**src/rtl/uart_pkg.sv**
```systemverilog
// Shared UART definitions: transmitter FSM states, frame constants, line idle level.
// Latency: n/a (types and constants only).
// Backpressure: n/a.
// Optional build macro UART_TX_PARITY_EN adds the PARITY state to uart_tx_state_t.
package uart_pkg;

    localparam int   UART_DATA_BITS            = 8;
    localparam int   UART_DEFAULT_CLKS_PER_BIT = 434;
    // Level of an idle (marking) line; the receiver uses it as well.
    localparam logic UART_IDLE_LEVEL           = 1'b1;

`ifdef UART_TX_PARITY_EN
    typedef enum logic [2:0] {
        IDLE,
        START,
        DATA,
        PARITY,
        STOP
    } uart_tx_state_t;
`else
    typedef enum logic [2:0] {
        IDLE,
        START,
        DATA,
        STOP
    } uart_tx_state_t;
`endif

endpackage

```
**src/rtl/uart_baud_timer.sv**
```systemverilog
// Reloadable bit-time counter: bit_tick_o marks the last cycle of every bit period.
// Latency: first tick CLKS_PER_BIT cycles after reload_i drops; then every CLKS_PER_BIT cycles.
// Backpressure: none; reload_i holds the count at zero and suppresses the tick.
// Ports: clk, rst (async active-high), reload_i (hold/restart), bit_tick_o (end of bit period).
module uart_baud_timer #(
    parameter int CLKS_PER_BIT = 434
) (
    input  logic clk,
    input  logic rst,
    input  logic reload_i,
    output logic bit_tick_o
);

    localparam int              CW   = $clog2(CLKS_PER_BIT);
    localparam logic [CW-1:0]   LAST = CW'(CLKS_PER_BIT - 1);

    logic [CW-1:0] cnt_q;
    logic [CW-1:0] cnt_d;

    // The counter restarts by itself at every tick, so each bit gets a full period.
    always_comb begin
        cnt_d = cnt_q + 1'b1;
        if (reload_i || (cnt_q == LAST)) begin
            cnt_d = '0;
        end
    end

    assign bit_tick_o = !reload_i && (cnt_q == LAST);

    always_ff @(posedge clk or posedge rst) begin
        if (rst) begin
            cnt_q <= '0;
        end else begin
            cnt_q <= cnt_d;
        end
    end

endmodule

```
**src/rtl/uart_tx.sv**
```systemverilog
// UART transmitter, 8N1 (8E1 with UART_TX_PARITY_EN): one-byte holding register feeding a shifter.
// Latency: accepting edge -> start bit 1 cycle when idle; frame = 10 (11) * CLKS_PER_BIT cycles.
// Backpressure: tx_ready low while the holding register is full; writes made then are dropped.
// Ports: clk, rst (async active-high), tx_byte/tx_write (CPU write), tx_ready (holding empty),
//        tx_busy (frame in progress), tx_done_int (1-cycle pulse leaving STOP), uart_out (serial line).
// Build macro: UART_TX_PARITY_EN inserts an even-parity bit after the data bits.
module uart_tx
    import uart_pkg::*;
#(
    parameter int CLKS_PER_BIT = UART_DEFAULT_CLKS_PER_BIT
) (
    input  logic                      clk,
    input  logic                      rst,
    input  logic [UART_DATA_BITS-1:0] tx_byte,
    input  logic                      tx_write,
    output logic                      tx_ready,
    output logic                      tx_busy,
    output logic                      tx_done_int,
    output logic                      uart_out
);

    localparam logic [2:0] LAST_BIT = 3'(UART_DATA_BITS - 1);

    uart_tx_state_t            state_q, state_d;
    logic [UART_DATA_BITS-1:0] hold_q, hold_d;
    logic                      hold_full_q, hold_full_d;
    logic [UART_DATA_BITS-1:0] shift_q, shift_d;
    logic [2:0]                bit_idx_q, bit_idx_d;
    logic                      line_q, line_d;
    logic                      done_q, done_d;
`ifdef UART_TX_PARITY_EN
    logic                      parity_q, parity_d;
`endif

    logic bit_tick;
    logic wr_accept;
    logic load_shift;

    uart_baud_timer #(
        .CLKS_PER_BIT (CLKS_PER_BIT)
    ) u_baud_timer (
        .clk        (clk),
        .rst        (rst),
        .reload_i   (state_q == IDLE),
        .bit_tick_o (bit_tick)
    );

    assign wr_accept = tx_write && !hold_full_q;

    always_comb begin
        state_d     = state_q;
        hold_d      = hold_q;
        hold_full_d = hold_full_q;
        shift_d     = shift_q;
        bit_idx_d   = bit_idx_q;
        line_d      = line_q;
        done_d      = 1'b0;
        load_shift  = 1'b0;
`ifdef UART_TX_PARITY_EN
        parity_d    = parity_q;
`endif

        if (wr_accept) begin
            hold_d      = tx_byte;
            hold_full_d = 1'b1;
        end

        case (state_q)
            IDLE: begin
                load_shift = hold_full_q;
            end
            START: begin
                if (bit_tick) begin
                    state_d   = DATA;
                    bit_idx_d = '0;
                    line_d    = shift_q[0];
                end
            end
            DATA: begin
                if (bit_tick) begin
                    if (bit_idx_q == LAST_BIT) begin
`ifdef UART_TX_PARITY_EN
                        state_d = PARITY;
                        line_d  = parity_q;
`else
                        state_d = STOP;
                        line_d  = UART_IDLE_LEVEL;
`endif
                    end else begin
                        // Shift right so the next bit to send is always at [1] before the shift.
                        bit_idx_d = bit_idx_q + 3'd1;
                        shift_d   = shift_q >> 1;
                        line_d    = shift_q[1];
                    end
                end
            end
`ifdef UART_TX_PARITY_EN
            PARITY: begin
                if (bit_tick) begin
                    state_d = STOP;
                    line_d  = UART_IDLE_LEVEL;
                end
            end
`endif
            STOP: begin
                if (bit_tick) begin
                    done_d = 1'b1;
                    if (hold_full_q) begin
                        load_shift = 1'b1;
                    end else begin
                        state_d = IDLE;
                    end
                end
            end
            default: begin
                state_d = IDLE;
                line_d  = UART_IDLE_LEVEL;
            end
        endcase

        // Holding byte moves to the shifter and the start bit goes out on the same edge.
        // A write cannot collide here: tx_ready is low whenever the holding register is full.
        if (load_shift) begin
            state_d     = START;
            shift_d     = hold_q;
            hold_full_d = 1'b0;
            bit_idx_d   = '0;
            line_d      = ~UART_IDLE_LEVEL;
`ifdef UART_TX_PARITY_EN
            parity_d    = ^hold_q;
`endif
        end
    end

    always_ff @(posedge clk or posedge rst) begin
        if (rst) begin
            state_q     <= IDLE;
            hold_q      <= '0;
            hold_full_q <= 1'b0;
            shift_q     <= '0;
            bit_idx_q   <= '0;
            line_q      <= UART_IDLE_LEVEL;
            done_q      <= 1'b0;
`ifdef UART_TX_PARITY_EN
            parity_q    <= 1'b0;
`endif
        end else begin
            state_q     <= state_d;
            hold_q      <= hold_d;
            hold_full_q <= hold_full_d;
            shift_q     <= shift_d;
            bit_idx_q   <= bit_idx_d;
            line_q      <= line_d;
            done_q      <= done_d;
`ifdef UART_TX_PARITY_EN
            parity_q    <= parity_d;
`endif
        end
    end

    assign tx_ready    = !hold_full_q;
    assign tx_busy     = (state_q != IDLE);
    assign tx_done_int = done_q;
    assign uart_out    = line_q;

endmodule
```
**config.mk**
```make
export PLATFORM = sky130hd
export DESIGN_NAME = uart_tx
export DESIGN_NICKNAME = d
export VERILOG_FILES = /design/src/rtl/uart_pkg.sv /design/src/rtl/uart_baud_timer.sv /design/src/rtl/uart_tx.sv
export SDC_FILE = /design/constraint.sdc
export NUM_CORES = 1
export LEC_CHECK = 0
export CAP_MARGIN = 20
export CORE_ASPECT_RATIO = 1.5
export CORE_MARGIN = 2
export CORE_UTILIZATION = 61
export CTS_CLUSTER_SIZE = 20
export DETAILED_ROUTE_END_ITERATION = 8
export PLACE_DENSITY = 0.83
export SKIP_LAST_GASP = 1
export SLEW_MARGIN = 10
export SYNTH_ARGS = -nofsm -noshare
export SYNTH_HDL_FRONTEND = slang
export SYNTH_SLANG_ARGS = --single-unit
```
**constraint.sdc**
```tcl
create_clock -name clk -period 3.9 [get_ports clk]
set_input_delay 0.78 -clock clk [delete_from_list [all_inputs] [get_ports clk]]
set_output_delay 0.78 -clock clk [all_outputs]
set_load 0.005 [all_outputs]
```
* Word-level counts from Yosys, hierarchy flattened
Cells that the tools add are included.
** Storage, ports and cells
- Flip-flop bits (word level) :: 34
- Input port bits :: 11
- Output and inout bits :: 4
- Logic and storage cells :: 69
** Cells by class
- Add/sub/neg operators :: 2
- Eq/ne operators :: 14
- Multiplexer cells :: 29
- Reduce and logical (&&, ||, !) cells :: 16
** Operators with widths (count)
- $mux W8 :: 4
- $mux W3 :: 10
- $ne A3 B3 Y1 const B :: 6
- $pmux W3 S4 :: 1
- $mux W1 :: 10
- $add A9 B1 Y9 const B :: 1
- $eq A9 B9 Y1 const B :: 1
- $mux W9 :: 1
- $eq A3 B2 Y1 const B :: 2
- $pmux W3 S2 :: 1
- $reduce_and A3 Y1 :: 2
- $reduce_and A6 Y1 :: 1
- $reduce_bool A2 Y1 :: 3
- $reduce_bool A3 Y1 :: 2
- $ne A2 B2 Y1 const B :: 2
- $reduce_and A4 Y1 :: 1
- $add A3 B1 Y3 const B :: 1
- $eq A3 B1 Y1 const B :: 1
- $eq A3 B3 Y1 const B :: 1
- $logic_not A3 Y1 :: 1
- $pmux W1 S3 :: 1
- $logic_and A1 B1 Y1 :: 2
- $logic_not A1 Y1 :: 2
- $ne A2 B1 Y1 const B :: 1
- other kinds (3) :: 3

* Longest topological paths before layout
Gate-level depths: netlist (run 1).
- Depth after elaboration :: 7
- Mapped depth :: 8
- Depth with buffers taken out :: 6

* Cells and area by module
A second synthesis (run 1) with hierarchy kept.
** Second synthesis, totals
- Cell total of the unflattened synthesis :: 151
- Area, all modules :: 1695.4 µm²
** Modules (own cells, without submodules)
- uart_tx :: times used 1, cells each 102, area an instance 1204.9 µm², sequential area each 601.8 µm²
- uart_baud_timer :: times used 1, cells each 49, area an instance 490.5 µm², sequential area each 225.2 µm²

* Worst setup path after synthesis (run 1)
OpenSTA, ideal clock, no wires.
- Path kind :: flip-flop to flip-flop
- From :: reg state_q[0]
- To :: reg shift_q[0]
- Library setup time :: 0.125 ns
- Arrival :: 1.934 ns
- Required time :: 3.775 ns
- Slack :: 1.841 ns
- Stages on the path, launching flop included :: 9
- Buffers on the path :: 2
- Cells stage by stage :: dfrtp_1 -> inv_1 -> ha_1 -> buf_6 -> and3b_1 -> a31oi_4 -> buf_6 -> mux2_1 -> mux2_4
** Between the ends
- Word-level cells in the longest chain between the ends :: 7
- Elaborated cells on any way between the ends :: 12
- Classes of those cells :: eq/ne: 3; mux: 3; reduce/logical: 6
** RTL lines
- start: declaration :: line uart_tx.sv:24 : uart_tx_state_t state_q, state_d;
- start signal: assignment :: line uart_tx.sv:148 : state_q <= state_d;
- $logic_not A3 Y1 :: line uart_tx.sv:44, uart_tx.sv:68
- $logic_not A1 Y1 :: line uart_baud_timer.sv:28 : assign bit_tick_o = !reload_i && (cnt_q == LAST);
- $logic_and A1 B1 Y1 :: line uart_baud_timer.sv:28
- $mux W1 :: line uart_tx.sv:106 : if (bit_tick) begin
- $pmux W1 S2 :: line uart_tx.sv:68 : case (state_q)
- $ne A2 B2 Y1 (no source line) or $reduce_bool A2 Y1 (tied branches)
- $reduce_and A3 Y1 (no source line)
- end signal: assignment :: line uart_tx.sv:151 : shift_q <= shift_d;
- end: declaration :: line uart_tx.sv:27 : logic [UART_DATA_BITS-1:0] shift_q, shift_d;
Parallel ways exist; a longest one is shown, timed or not.
A chain may end at the register's enable or synchronous reset.

* Final worst setup path (run 1)
- From :: reg state_q[0]
- To :: out tx_busy
** Between the ends
- Word-level cells in the longest chain between the ends :: 1
** RTL lines
- $reduce_bool A3 Y1 :: line uart_tx.sv:162 : assign tx_busy = (state_q != IDLE);
- end: declaration :: line uart_tx.sv:17 : output logic tx_busy,
No other way between the ends.

==> impl_metrics.yaml, run 1 <==
status:
  status: "finished, final reports clean"
critical_path:
  worst-path-stages: 4
  worstPathArrival_ns: 1.76
  path_class: "flip-flop to output port"
  cp-start-kind: "flip-flop"
  cp_top_family: "buffers and inverters"
  rr_worst_depth: 6
  crit_top_cell: "inv_1"
  cp_num_buf_inv: 3
  crit_required_ns: 3.12
  r2r_slack_ns: 1.52
  cp_max_fo: 10
  worstSetupEndpointType: "output port"
  slowest_delay_ns: 0.47
  cp_cell_sequence: "inv_1, ha_1, inv_1, clkdlybuf4s50_1"
  crit_slowest_cell: "clkdlybuf4s50_1"
yosys:
  synth_area_leader_cell: "dfrtp_1"
  ys_ff_latch: 33
  synth_flop_cell: "dfrtp_1"
  synth_fp_nets: 174
  yosys_warnings: 0
  yosysTopAreaCellShare: 0.4441
  yosysSeqAreaShare: 0.4587
  synth.distinct_cells: 41
  synth_edf_count: 0
  synth-async-reset-ratio: 1.000
  netlist_area_um2: 1803
  avgSynthCellArea_um2: 11.63
  synth_top_cells_by_area: "dfrtp_1 (44%), mux2_2 (6.9%), mux2_4 (5.8%)"
  syn_inst: 155
detailed_routing:
  viasPerCell: 5.654
  totalWireLength_um: 3009
  drt_iter0_drc: 25
  drc_errors: 0
  first_pass_iters: 4
  vias: 1176
  wl_per_cell_um: 14.47
  antenna_left: 0
layout:
  nNetsFinal: 188
  drive_gt1_frac: 0.2071
  fillerInstances: 198
  fin_cells: 208
  antennaDiodeCount: 0
  layout_commonest_cell: "dfrtp_1"
  final_cell_mix: "dfrtp_1 (32), clkdlybuf4s50_1 (14), nor2_1 (13), mux2_2 (11), inv_1 (9)"
  syn_to_final_growth_pct: 13.19
clocking:
  clockRootBuffer: "clkbuf_8"
  clock_path_buffers: 2
  postCtsSetupBuffers: 0
  cts_tree: "yes"
  clock_sinks: 33
  cts_resized: 0
  cts-buffers-inserted: 5
  htreeDepth: 2
  clk_latency_ns: 0.29
  holdBufCountCts: 0
  cts.reportedPaths.clkPinSlew_ns: 0.06
sta:
  final_hold_viol_count: 0
  maxClockFrequency_mhz: 394.3
  finalCriticalPeriod_ns: 2.536
  fin_crit_sh: 0.6503
  setup_viol: 0
  maxSlewHeadroom: 0.4627
  worst_pin_slew_ns: 0.8042
  drv_slew: 0
  final.setup.tns_ns: 0
  rsz0062_at_grt: "false"
  fin_worst_skew_ns: 0.005924
global_routing:
  grt_max_degree: 34
  grt_pass1_vias: 1259
  overflow: 0
  grt_usage: 0.2089
  grt_pass1_wl_um: 5526
  antenna_found_initial: 0
power:
  powerDensity_nw_per_um2: 765.7
  peakVddDrop_mv: 0.4200
  power.leakage_nw: 0.9469
hold_path:
  min_path_type: "flip-flop to flip-flop"
  hold_depth: 1
run:
  max_cap_violations: 0
placement:
  dp_cells: 201
  gp_congestion: 0.7949
  port_buffers: 14
  detailed_place_hpwl_um: 2130
die:
  dieArea_um2: 3416
  start_util: 0.6320
  die_y_um: 70.59
  num_io_pins: 15
  die_w_um: 48.39
  core_um2: 2853
  rows: 24
-- cell type report --
class | instances | area [um2] | area share
Tap cell | 39 | 48.80 | 0.02391
Inverter | 9 | 33.78 | 0.01655
Clock inverter | 2 | 35.03 | 0.01717
Multi-Input combinational cell | 105 | 879.6 | 0.4310
Timing Repair Buffer | 15 | 147.6 | 0.07235
Sequential cell | 33 | 827.0 | 0.4053
Clock buffer | 5 | 68.82 | 0.03372
-- cell families (layout without fill, tap and decap cells) --
logic type               Yosys count  in the layout  share of synthesized area
flip-flops                        33             33                     0.4587
AO/OA/AOI/OAI                     27             27                     0.1166
buffers and inverters             17             31                    0.05343
AND/OR/NAND/NOR                   41             41                     0.1284
adder cells (fa/ha/maj)            8              8                    0.05552
XOR/XNOR                           6              6                    0.02915
multiplexers                      23             23                     0.1582
-- power breakdown --
group	internal [mW]	total, mW	leakage (nW)	switching [mW]
clock	0.185	0.304	0.0540	0.119
combinational	0.369	0.701	0.475	0.332
sequential	0.471	0.558	0.418	0.0869
-- flip-flops by register name, summed over array words and instances (netlist names) --
| signal | flops |
|---|---|
| tx_done_int | 1 |
| bit_idx_q | 3 |
| u_baud_timer.cnt_q | 9 |
| hold_full_q | 1 |
| shift_q | 8 |
| uart_out | 1 |
| hold_q | 8 |
| state_q | 2 |
-- worst reg2reg max path: cells and delay by family, from the launching register on --
family	cells	cell delay [ns]
buffers and inverters	1	0.08
AND/OR/NAND/NOR	1	0.25
adder cells (fa/ha/maj)	1	0.46
flip-flops	1	0.39
AO/OA/AOI/OAI	1	0.42
multiplexers	2	0.65
-- synthesized netlist by cell type (all sizes together) (3+ instances only) --
cell type,n
dfrtp,32
nand2,8
buf,6
inv,9
a21oi,3
ha,8
xnor2,4
nand2b,3
and3,5
mux2,23
o21ai,7
nor2,13
o2bb2ai,4
-- layer usage --
metal	vias up	GRT usage	part of all wire
li1	571	-	-
met1	582	0.2259	0.42
met2	16	0.3796	0.54
met3	7	0.05485	0.031
met4	0	0.09524	0.018
met5	-	0	0
-- stage by stage --
stage               power, mW  cell area [um2]  hold slack [ns]  utilization  setup WS (ns)
floorplan               1.164             1803           0.4485            -          1.841
global placement        1.234             1937           0.4700       0.6789          1.501
detailed placement      1.267             1937           0.4916       0.6789          1.486
CTS                     1.582             2041           0.5005       0.7154          1.340
global route            1.686             2041           0.5247       0.7154          1.253
finish                  1.562             2041           0.4970       0.7154          1.364
-- path summary, 6_finish.rpt --
path / startpoint / end
min reg2reg: u_baud_timer.cnt_q[0] / u_baud_timer.cnt_q[0]
min: u_baud_timer.cnt_q[0] / u_baud_timer.cnt_q[0]
max in group asynchronous: rst / uart_out
max: state_q[0] / tx_busy
max reg2reg: state_q[0] / shift_q[5]
min in group asynchronous: rst / hold_q[3]
(Power assumes the default switching activity.)
==> inputs of run 2 (changes only) <==
CORE_UTILIZATION = 51   (was 61)
PLACE_DENSITY = 0.74   (was 0.83)
clock period = 2.3 ns   (was 3.9 ns; I/O delays follow)
==> run 2 against run 1 <==
Critical path depth rose by 2. First-iteration DRC count fell by 28%. Clock skew increased by 0.0024 ns. Die area grew 18%.
==> impl_metrics.yaml, run 2 (synthesis results as in run 1) <==
status:
  status: "finished, final reports clean"
clocking:
  cts-buffers-inserted: 5
  clockRootBuffer: "clkbuf_8"
  holdBufCountCts: 0
  htreeDepth: 2
  cts.reportedPaths.clkPinSlew_ns: 0.07
  clk_latency_ns: 0.29
  clock_path_buffers: 2
  clock_sinks: 33
  cts_tree: "yes"
placement:
  port_buffers: 14
  dp_cells: 207
  detailed_place_hpwl_um: 2401
  place_ws_ns: 0.1263
  gp_congestion: 0.7670
power:
  p_total_mw: 2.635
  powerDensity_nw_per_um2: 1278
  power.leakage_nw: 0.9496
  peakVddDrop_mv: 0.9255
detailed_routing:
  first_pass_iters: 4
  drc_errors: 0
  wl_per_cell_um: 15.53
  drt_iter0_drc: 18
  viasPerCell: 5.642
  antenna_left: 0
  totalWireLength_um: 3338
  vias: 1213
critical_path:
  cp_cell_sequence: "inv_1, ha_2, and3b_1, a31oi_4, mux2_2, mux2_4"
  cp_top_family: "multiplexers"
  worstSetupEndpointType: "flip-flop"
  crit_slowest_cell: "dfrtp_1"
  cp-start-kind: "flip-flop"
  worstPathArrival_ns: 2.37
  cp_num_buf_inv: 1
  path_class: "flip-flop to flip-flop"
  cp_max_fo: 12
  crit_required_ns: 2.47
  slowest_delay_ns: 0.40
layout:
  antennaDiodeCount: 0
  final_cell_mix: "dfrtp_1 (32), clkdlybuf4s50_1 (14), nor2_1 (13), mux2_2 (11), inv_1 (9)"
  syn_to_final_growth_pct: 14.37
  layout_commonest_cell: "dfrtp_1"
  regArea_um2: 827.0
  fin_cells: 215
  top_regs: "u_baud_timer.cnt_q: 9 flops, hold_q: 8 flops, shift_q: 8 flops"
  largest_reg_flops: 9
  multi_input_area_um2: 882.1
  fin_util: 0.6095
  regMostFlops: "u_baud_timer.cnt_q"
  drive_gt1_frac: 0.2197
  fillerInstances: 292
  nNetsFinal: 191
die:
  dieArea_um2: 4037
  core_um2: 3383
  start_util: 0.5329
  die_w_um: 52.55
  num_io_pins: 15
  die_y_um: 76.82
  rows: 26
sta:
  worst_pin_slew_ns: 0.4986
  setup_ws_ns: 0.1083
  fin_worst_skew_ns: 0.008361
  fin_crit_sh: 0.9529
  rsz0062_at_grt: "false"
  drv_slew: 0
  final.setup.tns_ns: 0
  maxSlewHeadroom: 0.6672
  final_hold_viol_count: 0
  maxClockFrequency_mhz: 456.3
  setup_viol: 0
  finalCriticalPeriod_ns: 2.192
run:
  max_cap_violations: 0
global_routing:
  antenna_found_initial: 0
  grt_pass1_vias: 1347
  grt_max_degree: 23
  grt_pass1_wl_um: 5844
  grt_usage: 0.1949
  overflow: 0
hold_path:
  min_path_type: "input pin to async pin"
==> run 2: layout make-up <==
class                           count  share of cell area
Clock inverter                      1            0.003641
Inverter                            9             0.01638
Multi-Input combinational cell    105              0.4278
Clock buffer                        7             0.03701
Timing Repair Buffer               18             0.08859
Sequential cell                    33              0.4011
Tap cell                           42             0.02549
==> run 2: layer usage <==
| layer | up-vias | share of wire | global-route usage |
|---|---|---|---|
| met5 | - | 0 | 0 |
| li1 | 580 | - | - |
| met2 | 23 | 0.56 | 0.3388 |
| met4 | 0 | 0.022 | 0.1103 |
| met3 | 8 | 0.034 | 0.04086 |
| met1 | 602 | 0.38 | 0.2077 |
==> run 2: worst paths after layout <==
kind | start | endpoint | slack [ns] | cells after the start
worst min register to register | u_baud_timer.cnt_q[0] | u_baud_timer.cnt_q[0] | 0.49 | 1
worst min-delay path | rst | u_baud_timer.cnt_q[0] | 0.49 | 2
max in group asynchronous | rst | bit_idx_q[2] | 1.31 | 3
worst max-delay path | state_q[1] | shift_q[6] | 0.11 | 6
worst max register to register | state_q[1] | shift_q[6] | 0.11 | 6
min in group clk | u_baud_timer.cnt_q[0] | u_baud_timer.cnt_q[0] | 0.49 | 1
==> run 2: power breakdown <==
part	leakage [nW]	internal [mW]	switching [mW]
registers	0.418	0.798	0.156
clock network	0.0385	0.214	0.203
logic	0.494	0.668	0.596
total	0.950	1.68	0.955
==> run 2: per-stage QoR <==
stage / hold WS (ns) / instance area (um2)
finish: 0.4850 / 2062
global route: 0.5111 / 2062
CTS: 0.4887 / 2059
detailed placement: 0.4799 / 1976
global placement: 0.4758 / 1976
floorplan: 0.4485 / 1803
==> run 2: what timing repair did <==
item,4_1_cts,5_1_grt
gates resized for setup,0,1
setup endpoints to repair,0,1
buffers inserted,0,0
==> inputs of run 3 (changes only) <==
CTS_CLUSTER_SIZE = default   (was 20)
clock period = 1.8 ns   (was 2.3 ns; I/O delays follow)
==> run 3 against run 2 <==
The flow now finishes with violations (setup timing). Sequential cell count stayed put. Global-route usage increased by 2.4 points. Clock power increased by 30%. Routed wire length rose by 15%. Sequential power rose by 25%. Die area unchanged. Worst setup slack worse by 0.31 ns. Total power is 66% higher. Via count up 9.8%. Register-to-register slack worse by 0.31 ns. Combinational power rose by 110%. Critical endpoint is now shift_q[1]. Largest power group unchanged.
==> impl_metrics.yaml, run 3 (synthesis results as in run 1) <==
detailed_routing:
  drt_iter0_drc: 15
  vias: 1332
  first_pass_iters: 4
  wl_per_cell_um: 15.76
  drc_errors: 0
  totalWireLength_um: 3830
  viasPerCell: 5.481
  antenna_left: 0
die:
  dieArea_um2: 4037
  core_um2: 3383
  start_util: 0.5329
  rows: 26
  num_io_pins: 15
  die_w_um: 52.55
  die_y_um: 76.82
status:
  status: "finished, violations left"
  violations: "setup timing"
global_routing:
  grt_usage: 0.2191
  grt_pass1_vias: 1432
  grt_pass1_wl_um: 6499
  antenna_found_initial: 0
  overflow: 0
  grt_max_degree: 34
layout:
  regMostFlops: "u_baud_timer.cnt_q"
  antennaDiodeCount: 0
  fin_area_um2: 2424
  layout_commonest_cell: "dfrtp_1"
  nNetsFinal: 220
  largest_reg_flops: 9
  drive_gt1_frac: 0.4279
  final_cell_mix: "dfrtp_1 (32), buf_4 (28), mux2_4 (16), clkdlybuf4s50_1 (13), nor2_1 (12)"
  syn_to_final_growth_pct: 34.42
  top_regs: "u_baud_timer.cnt_q: 9 flops, hold_q: 8 flops, shift_q: 8 flops"
  fillerInstances: 246
sta:
  worst_pin_slew_ns: 0.4097
  fin_crit_sh: 1.111
  fin_worst_skew_ns: 0.005227
  setup_ws_ns: -0.1998
  drv_slew: 0
  maxClockFrequency_mhz: 500.0
  maxSlewHeadroom: 0.7269
  final_hold_viol_count: 0
  rsz0062_at_grt: "true"
  finalCriticalPeriod_ns: 2.000
  setup_viol: 9
placement:
  detailed_place_hpwl_um: 2835
  port_buffers: 14
  placed_cell_area_um2: 2175
  place_ws_ns: -0.2393
  gp_congestion: 0.8423
clocking:
  cts.reportedPaths.clkPinSlew_ns: 0.06
  cts_tree: "yes"
  clk_latency_ns: 0.28
  htreeDepth: 2
  clock_sinks: 33
  clock_path_buffers: 2
  clockRootBuffer: "clkbuf_8"
  cts-buffers-inserted: 5
power:
  peakVddDrop_mv: 1.466
  powerDensity_nw_per_um2: 1803
  power.leakage_nw: 1.157
critical_path:
  worstSetupEndpointType: "flip-flop"
  path_class: "flip-flop to flip-flop"
  worstPathArrival_ns: 2.16
  cp-start-kind: "flip-flop"
  r2r_slack_ns: -0.20
  cp_max_fo: 5
  crit_required_ns: 1.96
run:
  max_cap_violations: 0
hold_path:
  min_path_type: "input pin to async pin"
==> run 3: changes by cell type in the layout (fill, tap and decap cells not counted), moves of 4 or more <==
cell	before	now
buf_4	3	28
buf_6	0	4
o2bb2ai_1	4	0
mux2_2	11	7
mux2_1	5	0
mux2_4	7	16
==> run 3: power breakdown <==
part           internal [mW]  total (mW)  switching, mW
Combinational           1.52        2.64           1.12
Clock                  0.303       0.544          0.241
Sequential              1.02        1.19          0.167
Total                   2.84        4.37           1.53
==> run 3: final timing paths <==
| check | cells past startpoint | endpoint | startpoint |
|---|---|---|---|
| max in group asynchronous | 3 | uart_out | rst |
| max reg2reg | 7 | shift_q[1] | state_q[0] |
| min | 3 | shift_q[6] | rst |
| max | 7 | shift_q[1] | state_q[0] |
| min in group clk | 1 | hold_q[2] | hold_q[2] |
| min reg2reg | 1 | hold_q[2] | hold_q[2] |
==> run 3: metrics by stage <==
stage	power [mW]	TNS, ns	instances	utilization	hold slack, ns
after floorplan	2.602	-1.437	155	-	0.4485
after global placement	3.187	-1.208	231	0.6428	0.4782
after detailed placement	3.327	-1.944	231	0.6428	0.4909
after CTS	4.154	-1.750	241	0.6927	0.4835
after global routing	4.665	-2.247	243	0.7163	0.5318
final	4.370	-1.681	243	0.7163	0.4934
==> run 3: worst max-delay path: stages, from the launching register on <==
cell and delay, ns:
dfrtp_1 0.41, inv_2 0.08, ha_4 0.27, and3b_2 0.22, a31oi_4 0.18, buf_6 0.16, mux2_4 0.30, mux2_4 0.25
==> run 3: cell type report <==
class | count | area, um2 | share of cell area
inverter | 9 | 33.78 | 0.01394
tap | 42 | 52.55 | 0.02168
clock buffer | 7 | 86.33 | 0.03562
timing repair buffer | 47 | 417.9 | 0.1724
multi-input combinational | 105 | 1006 | 0.4151
sequential | 33 | 827.0 | 0.3412
==> run 3: repair_timing <==
item | CTS | global route
buffers inserted | 3 | 2
hold buffers | 0 | 0
setup endpoints to repair | 14 | 14
pin swaps | 2 | 2
resized for setup | 18 | 11
==> run 3: metal layers <==
layer  up-vias  global-route usage  part of all wire  wire, um
met2        32              0.3813              0.57      2165
met5         -                   0                 0         0
met3        11             0.05058             0.033       125
li1        638                   -                 -         -
met1       651              0.2394              0.37      1424
met4         0              0.1051             0.030       114
